### config.mk
export PLATFORM = sky130hd
export DESIGN_NAME = ponto_fixo_multi_seq
export DESIGN_NICKNAME = d
export VERILOG_FILES = /design/src/rtl/ponto_fixo_multi_seq.sv
export SDC_FILE = /design/constraint.sdc
export NUM_CORES = 1
export LEC_CHECK = 0
export CORE_ASPECT_RATIO = 0.8
export CORE_MARGIN = 2
export CORE_UTILIZATION = 40
export DETAILED_ROUTE_END_ITERATION = 10
export DONT_BUFFER_PORTS = 1
export PLACE_DENSITY = 0.55
export REMOVE_ABC_BUFFERS = 1
export SYNTH_ARGS = -nofsm -noshare
export SYNTH_HDL_FRONTEND = slang
export SYNTH_SLANG_ARGS = --single-unit
### constraint.sdc
create_clock -name clk -period 2.64 [get_ports clk]
set_input_delay 0.264 -clock clk [delete_from_list [all_inputs] [get_ports clk]]
set_output_delay 0.264 -clock clk [all_outputs]
set_load 0.03 [all_outputs]
### src/rtl/ponto_fixo_multi_seq.sv
// Sequential Qm.n fixed-point multiplier with one shift-add step per clock and valid/ready handshakes.
// Define PONTO_FIXO_ACC_EN to add a running accumulator of p_raw (acc_clr / acc_out ports).
module ponto_fixo_multi_seq #(
   parameter int N        = 8,
   parameter int NFRAC    = 3,
   parameter int SIGNED   = 0,
   parameter int SATURATE = 1
) (
   input  logic             clk,
   input  logic             rst_n,
   input  logic             in_valid,
   output logic             in_ready,
   input  logic [N-1:0]     a,
   input  logic [N-1:0]     b,
   output logic             out_valid,
   input  logic             out_ready,
   output logic [2*N-1:0]   p_raw,
   output logic [N-1:0]     p_qm_n,
   output logic             overflow,
   output logic             busy
`ifdef PONTO_FIXO_ACC_EN
   ,
   input  logic             acc_clr,
   output logic [2*N+3:0]   acc_out
`endif
);

   localparam int CW     = $clog2(N);
   localparam int PW     = 2*N + 2;
   localparam int RND_SH = (NFRAC > 0) ? NFRAC - 1 : 0;

   localparam logic [N-1:0]          ONE_N = 1;
   localparam logic [2*N:0]          ONE_P = 1;
   localparam logic signed [PW-1:0]  ONE_W = 1;
   localparam logic signed [PW-1:0]  RND   = (NFRAC > 0) ? (ONE_W <<< RND_SH) : '0;
   localparam logic signed [PW-1:0]  HI    = (SIGNED != 0) ? ((ONE_W <<< (N-1)) - ONE_W)
                                                           : ((ONE_W <<< N) - ONE_W);
   localparam logic signed [PW-1:0]  LO    = (SIGNED != 0) ? -(ONE_W <<< (N-1)) : '0;

   // Valid/ready: a transfer happens on a rising edge where valid and ready are both high.
   typedef enum logic [1:0] {S_IDLE, S_CALC, S_ROUND, S_DONE} state_t;

   state_t            state_q, state_d;
   logic [2*N-1:0]    mcand_q, mcand_d;
   logic [N-1:0]      mplier_q, mplier_d;
   logic [2*N-1:0]    acc_q, acc_d;
   logic [CW-1:0]     cnt_q, cnt_d;
   logic              sign_q, sign_d;
   logic [2*N-1:0]    p_raw_q, p_raw_d;
   logic [N-1:0]      p_qm_n_q, p_qm_n_d;
   logic              overflow_q, overflow_d;
   logic              out_valid_q, out_valid_d;
   logic              in_ready_q, in_ready_d;
   logic              busy_q, busy_d;

   logic [N-1:0]      mag_a, mag_b;
   logic [2*N:0]      acc_ext, prod;
   logic signed [PW-1:0] prod_x, r;
   logic              over_hi, over_lo;

   // Magnitudes keep the most negative operand representable as an unsigned N-bit value.
   always_comb begin
      mag_a = a;
      mag_b = b;
      if (SIGNED != 0 && a[N-1]) mag_a = ~a + ONE_N;
      if (SIGNED != 0 && b[N-1]) mag_b = ~b + ONE_N;
   end

   always_comb begin
      acc_ext = {1'b0, acc_q};
      prod    = sign_q ? (~acc_ext + ONE_P) : acc_ext;
      prod_x  = $signed({prod[2*N], prod});
      r       = (prod_x + RND) >>> NFRAC;
      over_hi = (r > HI);
      over_lo = (r < LO);
   end

   always_comb begin
      state_d     = state_q;
      mcand_d     = mcand_q;
      mplier_d    = mplier_q;
      acc_d       = acc_q;
      cnt_d       = cnt_q;
      sign_d      = sign_q;
      p_raw_d     = p_raw_q;
      p_qm_n_d    = p_qm_n_q;
      overflow_d  = overflow_q;
      out_valid_d = out_valid_q;
      in_ready_d  = in_ready_q;
      busy_d      = busy_q;
      case (state_q)
         S_IDLE: begin
            if (in_valid) begin
               mcand_d    = {{N{1'b0}}, mag_a};
               mplier_d   = mag_b;
               sign_d     = (SIGNED != 0) ? (a[N-1] ^ b[N-1]) : 1'b0;
               acc_d      = '0;
               cnt_d      = '0;
               state_d    = S_CALC;
               in_ready_d = 1'b0;
               busy_d     = 1'b1;
            end
         end
         S_CALC: begin
            if (mplier_q[0]) acc_d = acc_q + mcand_q;
            mplier_d = mplier_q >> 1;
            mcand_d  = mcand_q << 1;
            cnt_d    = cnt_q + 1'b1;
            if (cnt_q == CW'(N-1)) state_d = S_ROUND;
         end
         S_ROUND: begin
            p_raw_d    = prod[2*N-1:0];
            overflow_d = over_hi | over_lo;
            if ((over_hi | over_lo) && SATURATE != 0)
               p_qm_n_d = over_hi ? HI[N-1:0] : LO[N-1:0];
            else
               p_qm_n_d = r[N-1:0];
            state_d     = S_DONE;
            out_valid_d = 1'b1;
            busy_d      = 1'b0;
         end
         default: begin
            if (out_ready) begin
               state_d     = S_IDLE;
               out_valid_d = 1'b0;
               in_ready_d  = 1'b1;
            end
         end
      endcase
   end

   always_ff @(posedge clk or negedge rst_n) begin
      if (!rst_n) begin
         state_q     <= S_IDLE;
         mcand_q     <= '0;
         mplier_q    <= '0;
         acc_q       <= '0;
         cnt_q       <= '0;
         sign_q      <= 1'b0;
         p_raw_q     <= '0;
         p_qm_n_q    <= '0;
         overflow_q  <= 1'b0;
         out_valid_q <= 1'b0;
         in_ready_q  <= 1'b1;
         busy_q      <= 1'b0;
      end else begin
         state_q     <= state_d;
         mcand_q     <= mcand_d;
         mplier_q    <= mplier_d;
         acc_q       <= acc_d;
         cnt_q       <= cnt_d;
         sign_q      <= sign_d;
         p_raw_q     <= p_raw_d;
         p_qm_n_q    <= p_qm_n_d;
         overflow_q  <= overflow_d;
         out_valid_q <= out_valid_d;
         in_ready_q  <= in_ready_d;
         busy_q      <= busy_d;
      end
   end

   assign in_ready  = in_ready_q;
   assign out_valid = out_valid_q;
   assign p_raw     = p_raw_q;
   assign p_qm_n    = p_qm_n_q;
   assign overflow  = overflow_q;
   assign busy      = busy_q;

`ifdef PONTO_FIXO_ACC_EN
   logic [2*N+3:0] acc_out_q, acc_out_d, p_ext;
   logic           out_hs;

   // Clear wins over accumulation, but a coincident result is loaded rather than lost.
   always_comb begin
      p_ext     = (SIGNED != 0) ? {{4{p_raw_q[2*N-1]}}, p_raw_q} : {4'b0000, p_raw_q};
      out_hs    = (state_q == S_DONE) && out_ready;
      acc_out_d = acc_out_q;
      if (acc_clr && out_hs)  acc_out_d = p_ext;
      else if (acc_clr)       acc_out_d = '0;
      else if (out_hs)        acc_out_d = acc_out_q + p_ext;
   end

   always_ff @(posedge clk or negedge rst_n) begin
      if (!rst_n) acc_out_q <= '0;
      else        acc_out_q <= acc_out_d;
   end

   assign acc_out = acc_out_q;
`endif

endmodule

==> results_dict.tcl, run 1 <==
set metrics [dict create \
    fp.coreArea_mm2 0.00908 \
    port_buffers 0 \
    clock_path_buffers 2 \
    synth_xor_xnor_area_share_pct 4.43 \
    endpoint "acc_q[14]" \
    yosys-top-cells-area "dfrtp_1 48%, ha_1 7.0%, o21ai_0 5.5%, mux2_2 5.1%, mux2i_1 4.5%" \
    cp_max_fo 4 \
    critPathSlowestCell "fa_1" \
    cts_buffers 9 \
    place_inst 466 \
    worst_slew_pin_slew_ns 0.777 \
    rsz0062_at_grt "no" \
    whs_ns 0.107 \
    die_w_um 112 \
    ir_drop_mv 0.630 \
    area_growth_pct 13.3 \
    fin_crit_ns 2.40 \
    drc_errors 0 \
    reg2reg_slack_ns 0.24 \
    period_share_pct 91.0 \
    synthAdderAreaFrac_pct 7.54 \
    synthSimpleGateAreaFrac_pct 9.84 \
    maxCapViolations 0 \
    grt_pass1_vias 2656 \
    seq_area_frac_synth_pct 48.7 \
    dr.pass1.iters 4 \
    routed_wl_um 8000 \
    critPathKind "reg -> reg" \
    rows 31 \
    grt_pass1_wl_um 13700 \
    synth-async-reset-ratio_pct 100 \
    synth_top_family_by_area "compound AO/OA/AOI/OAI gates" \
    startpoint "mcand_q[0]" \
    insertion_delay_ns 0.34 \
    syn_area_per_cell_um2 10.6 \
    cp.arrival_ns 2.66 \
    yosysTopAreaCellShare_pct 48.0 \
    reg2regPathDepth 8 \
    cts.clk_slew.worst_paths_ns 0.06 \
    dp_hpwl_um 5510 \
    netlist_area_mm2 0.00375 \
    cts_tree "built" \
    h-tree-depth 3 \
    cpPeakStageDelay_ns 0.43 \
    hold_viol_final 0 \
    outcome "finished, final reports clean" \
    r2r_start "mcand_q[0]" \
    via_per_inst 5.48 \
    worstPathCellList "ha_1 > fa_1 > a211oi_1 > o21ai_0 > a41oi_1 > o21bai_1 > xnor2_1 > o21ai_0" \
    synth_edf_count 0 \
    clock.fmax_ghz 0.416 \
    synthCells 354 \
    ys.flop_type "dfrtp_1" \
    ant_nets 0 \
    grt_max_degree 74 \
    via_count 2654 \
    antenna_cells 0 \
    drt_iter0_markers 108 \
    hold_path.startpoint "out_ready" \
    ys_types 46 \
    muxShareOfSynthArea_pct 9.64 \
    ys_seq_elements 73 \
    gr-total-overflow 0 \
    hold_depth 2 \
    ios 48 \
    layout-drive-gt1-share_pct 14.1 \
    cp_data_required_time_ns 2.90 \
    die_h_um 90.6 \
    relSlewSlack_pct 48.1 \
    synth_compound_area_share_pct 17.5 \
    root_buffer "clkbuf_16" \
    stdcell_count 484 \
    grt_antenna_before_repair 0 \
    dieArea_mm2 0.0102 \
    cts.sink_count 73 \
    yosysWarnings 0 \
    setup_viol_count_final 0 \
    nets 406 \
    report.final.slew_viol_count 0 \
    holdCritPathClass "in -> reg" \
    track_usage_pct 17.1 \
    crit_top_cell "o21ai_0" \
    cts_resized 0 \
    wire_per_inst_um 16.5 \
    start_util_pct 41.3 \
    power_density_mw_per_mm2 1320 \
    synth_top_cell_by_area "dfrtp_1" \
    end_kind "flip-flop" \
    skew_ns 0.00650 \
    timing.rr.end "acc_q[14]" \
    start_kind "flip-flop" \
    p_leak_uw 0.00200 \
    globalplace.congestion 0.864 \
]
==> worst max-delay path, delay by kind of cell (launching register included) <==
kind | cells | cell delay, ns
AO/OA/AOI/OAI | 5 | 1.12
flip-flops | 1 | 0.41
XOR/XNOR | 1 | 0.13
adder cells (fa/ha/maj) | 2 | 0.68
==> metal layers <==
| metal | global-route usage (%) | part of all wire [%] | vias to the layer above |
|---|---|---|---|
| met3 | 5.77 | 4.8 | 10 |
| met1 | 23.8 | 51 | 1294 |
| met4 | 5.79 | 1.1 | 0 |
| li1 | - | - | 1300 |
| met5 | 0 | 0 | - |
| met2 | 24.9 | 44 | 50 |
==> worst min-delay path by stage <==
stage,end
CTS,out_valid
floorplan,acc_q[0]
global route,out_valid
detailed placement,p_raw[2]
finish,out_valid
global placement,p_raw[2]
==> placed cells by master, fill, tap and decap left out, types with 2 or more instances in the layout <==
| cell type | n |
|---|---|
| a211oi_1 | 3 |
| a21o_1 | 5 |
| a21oi_1 | 17 |
| a22o_1 | 15 |
| a31oi_1 | 2 |
| a32o_1 | 2 |
| buf_4 | 11 |
| clkbuf_1 | 3 |
| clkbuf_16 | 9 |
| clkbuf_8 | 2 |
| dfrtp_1 | 72 |
| ha_1 | 21 |
| inv_1 | 9 |
| mux2_2 | 17 |
| mux2i_1 | 16 |
| nand2_1 | 39 |
| nand3_1 | 6 |
| nor2_1 | 20 |
| nor3_1 | 4 |
| nor4_1 | 2 |
| o21a_1 | 2 |
| o21ai_0 | 41 |
| o21bai_1 | 4 |
| o31ai_1 | 2 |
| xnor2_1 | 8 |
| xor2_1 | 11 |
==> synthesized netlist by cell type, drive strengths merged, types with 2 or more instances <==
master	instances
nor2	20
o21bai	4
inv	9
a22o	15
mux2	17
xor2	11
a211oi	3
mux2i	17
o21ai	41
dfrtp	72
a32o	2
xnor2	8
ha	21
a31oi	2
a21oi	17
o31ai	2
nand2	39
o211ai	2
a21o	6
o21a	2
buf	3
nor4	3
clkbuf	11
nor3	4
nand3	6
==> through the flow <==
step	util [%]	setup TNS, ns	cell area [um2]	power (uW)	setup slack (ns)
after floorplan	-	-6.75	3700	3800	-0.435
after global placement	43.4	0	3940	4430	0.311
after detailed placement	43.4	0	3940	4470	0.247
after CTS	46.8	0	4250	5650	0.234
after global routing	46.8	0	4250	6070	0.0272
final	46.8	0	4250	5610	0.239
==> logic make-up after synthesis <==
| family | after synthesis |
|---|---|
| AO/OA/AOI/OAI | 102 |
| multiplexers | 34 |
| flip-flops | 73 |
| adder cells (fa/ha/maj) | 22 |
| XOR/XNOR | 19 |
| buffers and inverters | 23 |
| AND/OR/NAND/NOR | 81 |
==> cell type report <==
cell class                 instances  area [um2]
fill                             890        4820
multi-input combinational        258        1850
sequential                        73        1830
clock buffer                      14         264
tap                              115         144
timing repair buffer              13         120
inverter                           9        33.8
clock inverter                     2        12.5
==> registers in the layout, indices dropped and copies added (netlist names) <==
name,count
out_valid,1
p_qm_n,8
in_ready,1
mcand_q,16
p_raw,16
state_q,2
overflow,1
cnt_q,3
busy,1
acc_q,16
mplier_q,8
==> power by group <==
group / internal [uW] / switching [uW]
Clock: 687 / 453
Combinational: 949 / 1230
Sequential: 1570 / 723
Total: 3200 / 2410
==> what timing repair did <==
action                                 CTS  global route
hold buffers                             2             0
setup buffers                            0             0
endpoints found under the hold margin   73             0
setup endpoints to repair                0             0
Note: power is estimated with default switching activity, not from simulation.
==> inputs of run 2 (changes only) <==
--- a/config.mk
+++ b/config.mk
@@ -5,6 +5,7 @@
 export SDC_FILE = /design/constraint.sdc
 export NUM_CORES = 1
 export LEC_CHECK = 0
+export ABC_AREA = 1
 export CORE_ASPECT_RATIO = 0.8
 export CORE_MARGIN = 2
 export CORE_UTILIZATION = 40
==> results_dict.tcl, run 2 <==
set metrics [dict create \
    clock.fmax_ghz 0.519 \
    drc_errors 0 \
    final_cell_mix "176 x nand2_1, 81 x inv_1, 72 x dfrtp_1, 32 x o21ai_0, 28 x nand3_1" \
    stdcell_count 684 \
    yosys-top-cells-area "dfrtp_1 43%, nand2_1 16%, inv_1 7.3%, ha_1 6.3%, o21ai_0 3.9%" \
    area_growth_pct 12.6 \
    cts_resized 0 \
    hold_viol_final 0 \
    grt_pass1_wl_um 16000 \
    p_leak_uw 0.00245 \
    cpPeakStageDelay_ns 0.42 \
    critPathKind "reg -> reg" \
    nets 581 \
    dr.pass1.iters 5 \
    synth_top_cell_by_area "dfrtp_1" \
    maxCapViolations 0 \
    yosys-top-cells-count "176 x nand2_1, 81 x inv_1, 72 x dfrtp_1, 32 x o21ai_0, 28 x nand3_1" \
    grt_pass1_vias 3172 \
    ant_nets 0 \
    syn_area_per_cell_um2 7.76 \
    placedInstanceArea_mm2 0.00429 \
    antenna_cells 0 \
    worst_slew_pin_slew_ns 0.526 \
    period_share_pct 73.0 \
    yosysWarnings 0 \
    yosysMostFrequentCell "nand2_1" \
    relSlewSlack_pct 64.9 \
    fp.coreArea_mm2 0.0102 \
    place_inst 666 \
    finalWorstSetupSlack_ns 0.713 \
    report.final.slew_viol_count 0 \
    via_per_inst 4.84 \
    via_count 3308 \
    end_kind "flip-flop" \
    rows 33 \
    ios 48 \
    synth_edf_count 0 \
    cts.clk_slew.worst_paths_ns 0.06 \
    regArea_mm2 0.00183 \
    grt_max_degree 74 \
    cts_hold_buf 2 \
    dieArea_mm2 0.0112 \
    drt_iter0_markers 127 \
    finalInstanceArea_mm2 0.00468 \
    h-tree-depth 3 \
    synth-async-reset-ratio_pct 100 \
    place_ws_ns 0.717 \
    insertion_delay_ns 0.34 \
    crit_top_cell "inv_1" \
    port_buffers 0 \
    cts_tree "built" \
    grt_antenna_before_repair 0 \
    post-cts-setup-buffer-count 0 \
    cp_max_fo 36 \
    cts_buffers 9 \
    power_density_mw_per_mm2 1350 \
    critPathSlowestCell "inv_2" \
    cp.arrival_ns 2.17 \
    cts.sink_count 73 \
    wire_per_inst_um 13.9 \
    routed_wl_um 9480 \
    clock_path_buffers 2 \
    multiInputGateArea_mm2 0.00193 \
    setup_viol_count_final 0 \
    ys_types 36 \
    ys_seq_elements 73 \
    worstPathCellList "inv_1 > ha_1 > inv_1 > or2_1 > nand2_8 > inv_2 > o211ai_1 > o21ai_0" \
    yosysTopAreaCellShare_pct 43.4 \
    cp_data_required_time_ns 2.89 \
    track_usage_pct 18.4 \
    holdCritPathClass "in -> reg" \
    dp_hpwl_um 6840 \
    globalplace.congestion 0.898 \
    rsz0062_at_grt "no" \
    whs_ns 0.0694 \
    die_h_um 95.1 \
    seq_area_frac_synth_pct 44.0 \
    outcome "finished, final reports clean" \
    die_w_um 118 \
    start_util_pct 40.9 \
    fin_crit_ns 1.93 \
    layout-drive-gt1-share_pct 7.72 \
    skew_ns 0.00826 \
    n_fill_cell 1035 \
    layout_commonest_cell "nand2_1" \
    fin_setup_tns_ns 0 \
    netlist_area_mm2 0.00415 \
    synthCells 535 \
    gr-total-overflow 0 \
    start_kind "flip-flop" \
    ys.flop_type "dfrtp_1" \
    ir_drop_mv 0.625 \
    root_buffer "clkbuf_16" \
]
run 2: worst max-delay path: cells and delay by family (launching register included):
family / cells / cell delay, ns
AOI/OAI and AO/OA: 2 / 0.28
buffers and inverters: 3 / 0.56
adders and majority gates: 1 / 0.25
and+or+nand+nor: 2 / 0.39
DFF: 1 / 0.35
run 2: path summary, 6_finish.rpt:
path                                  from     endpoint  slack, ns  depth (start not counted)
max in group asynchronous            rst_n     in_ready       1.80                          2
worst min-delay path                  b[7]  mplier_q[7]       0.07                          2
worst max register to register  state_q[0]   mcand_q[6]       0.71                          8
worst min register to register    cnt_q[1]     cnt_q[1]       0.48                          2
min in group asynchronous            rst_n   mcand_q[3]       0.53                          2
worst max-delay path            state_q[0]   mcand_q[6]       0.71                          8
run 2: stage by stage:
stage | util, % | power, uW
after floorplan | - | 4170
after global placement | 42.2 | 4790
after detailed placement | 42.2 | 4850
after CTS | 46.0 | 6370
after global routing | 46.0 | 6830
final | 46.0 | 6290
run 2: routing by layer:
layer	global-route usage (%)	wire, um	vias up
met3	4.78	398	8
met4	5.72	108	0
met1	25.0	4870	1520
met5	0	0	-
li1	-	-	1726
met2	28.9	4110	54
run 2: kinds of logic (layout without fill, tap and decap cells):
family | count (synthesis) | count (layout) | share of synthesized area [%]
buffers and inverters | 98 | 107 | 9.49
adders and majority gates | 22 | 22 | 6.81
and+or+nand+nor | 263 | 263 | 28.3
AOI/OAI and AO/OA | 73 | 73 | 10.1
xor gates and xnor gates | 6 | 6 | 1.27
DFF | 73 | 73 | 44.0
run 2: cell type report:
type | instances | area share, %
tap | 140 | 3.75
timing repair buffer | 6 | 1.45
clock inverter | 6 | 2.44
multi-input combinational | 364 | 41.3
inverter | 85 | 6.88
sequential | 73 | 39.1
clock buffer | 10 | 5.11
run 2: power by group:
group / leakage, uW / switching (uW) / internal [uW] / total [uW]
Clock: 0.000165 / 492 / 952 / 1440
Sequential: 0.000937 / 735 / 1600 / 2330
Combinational: 0.00135 / 1630 / 888 / 2520
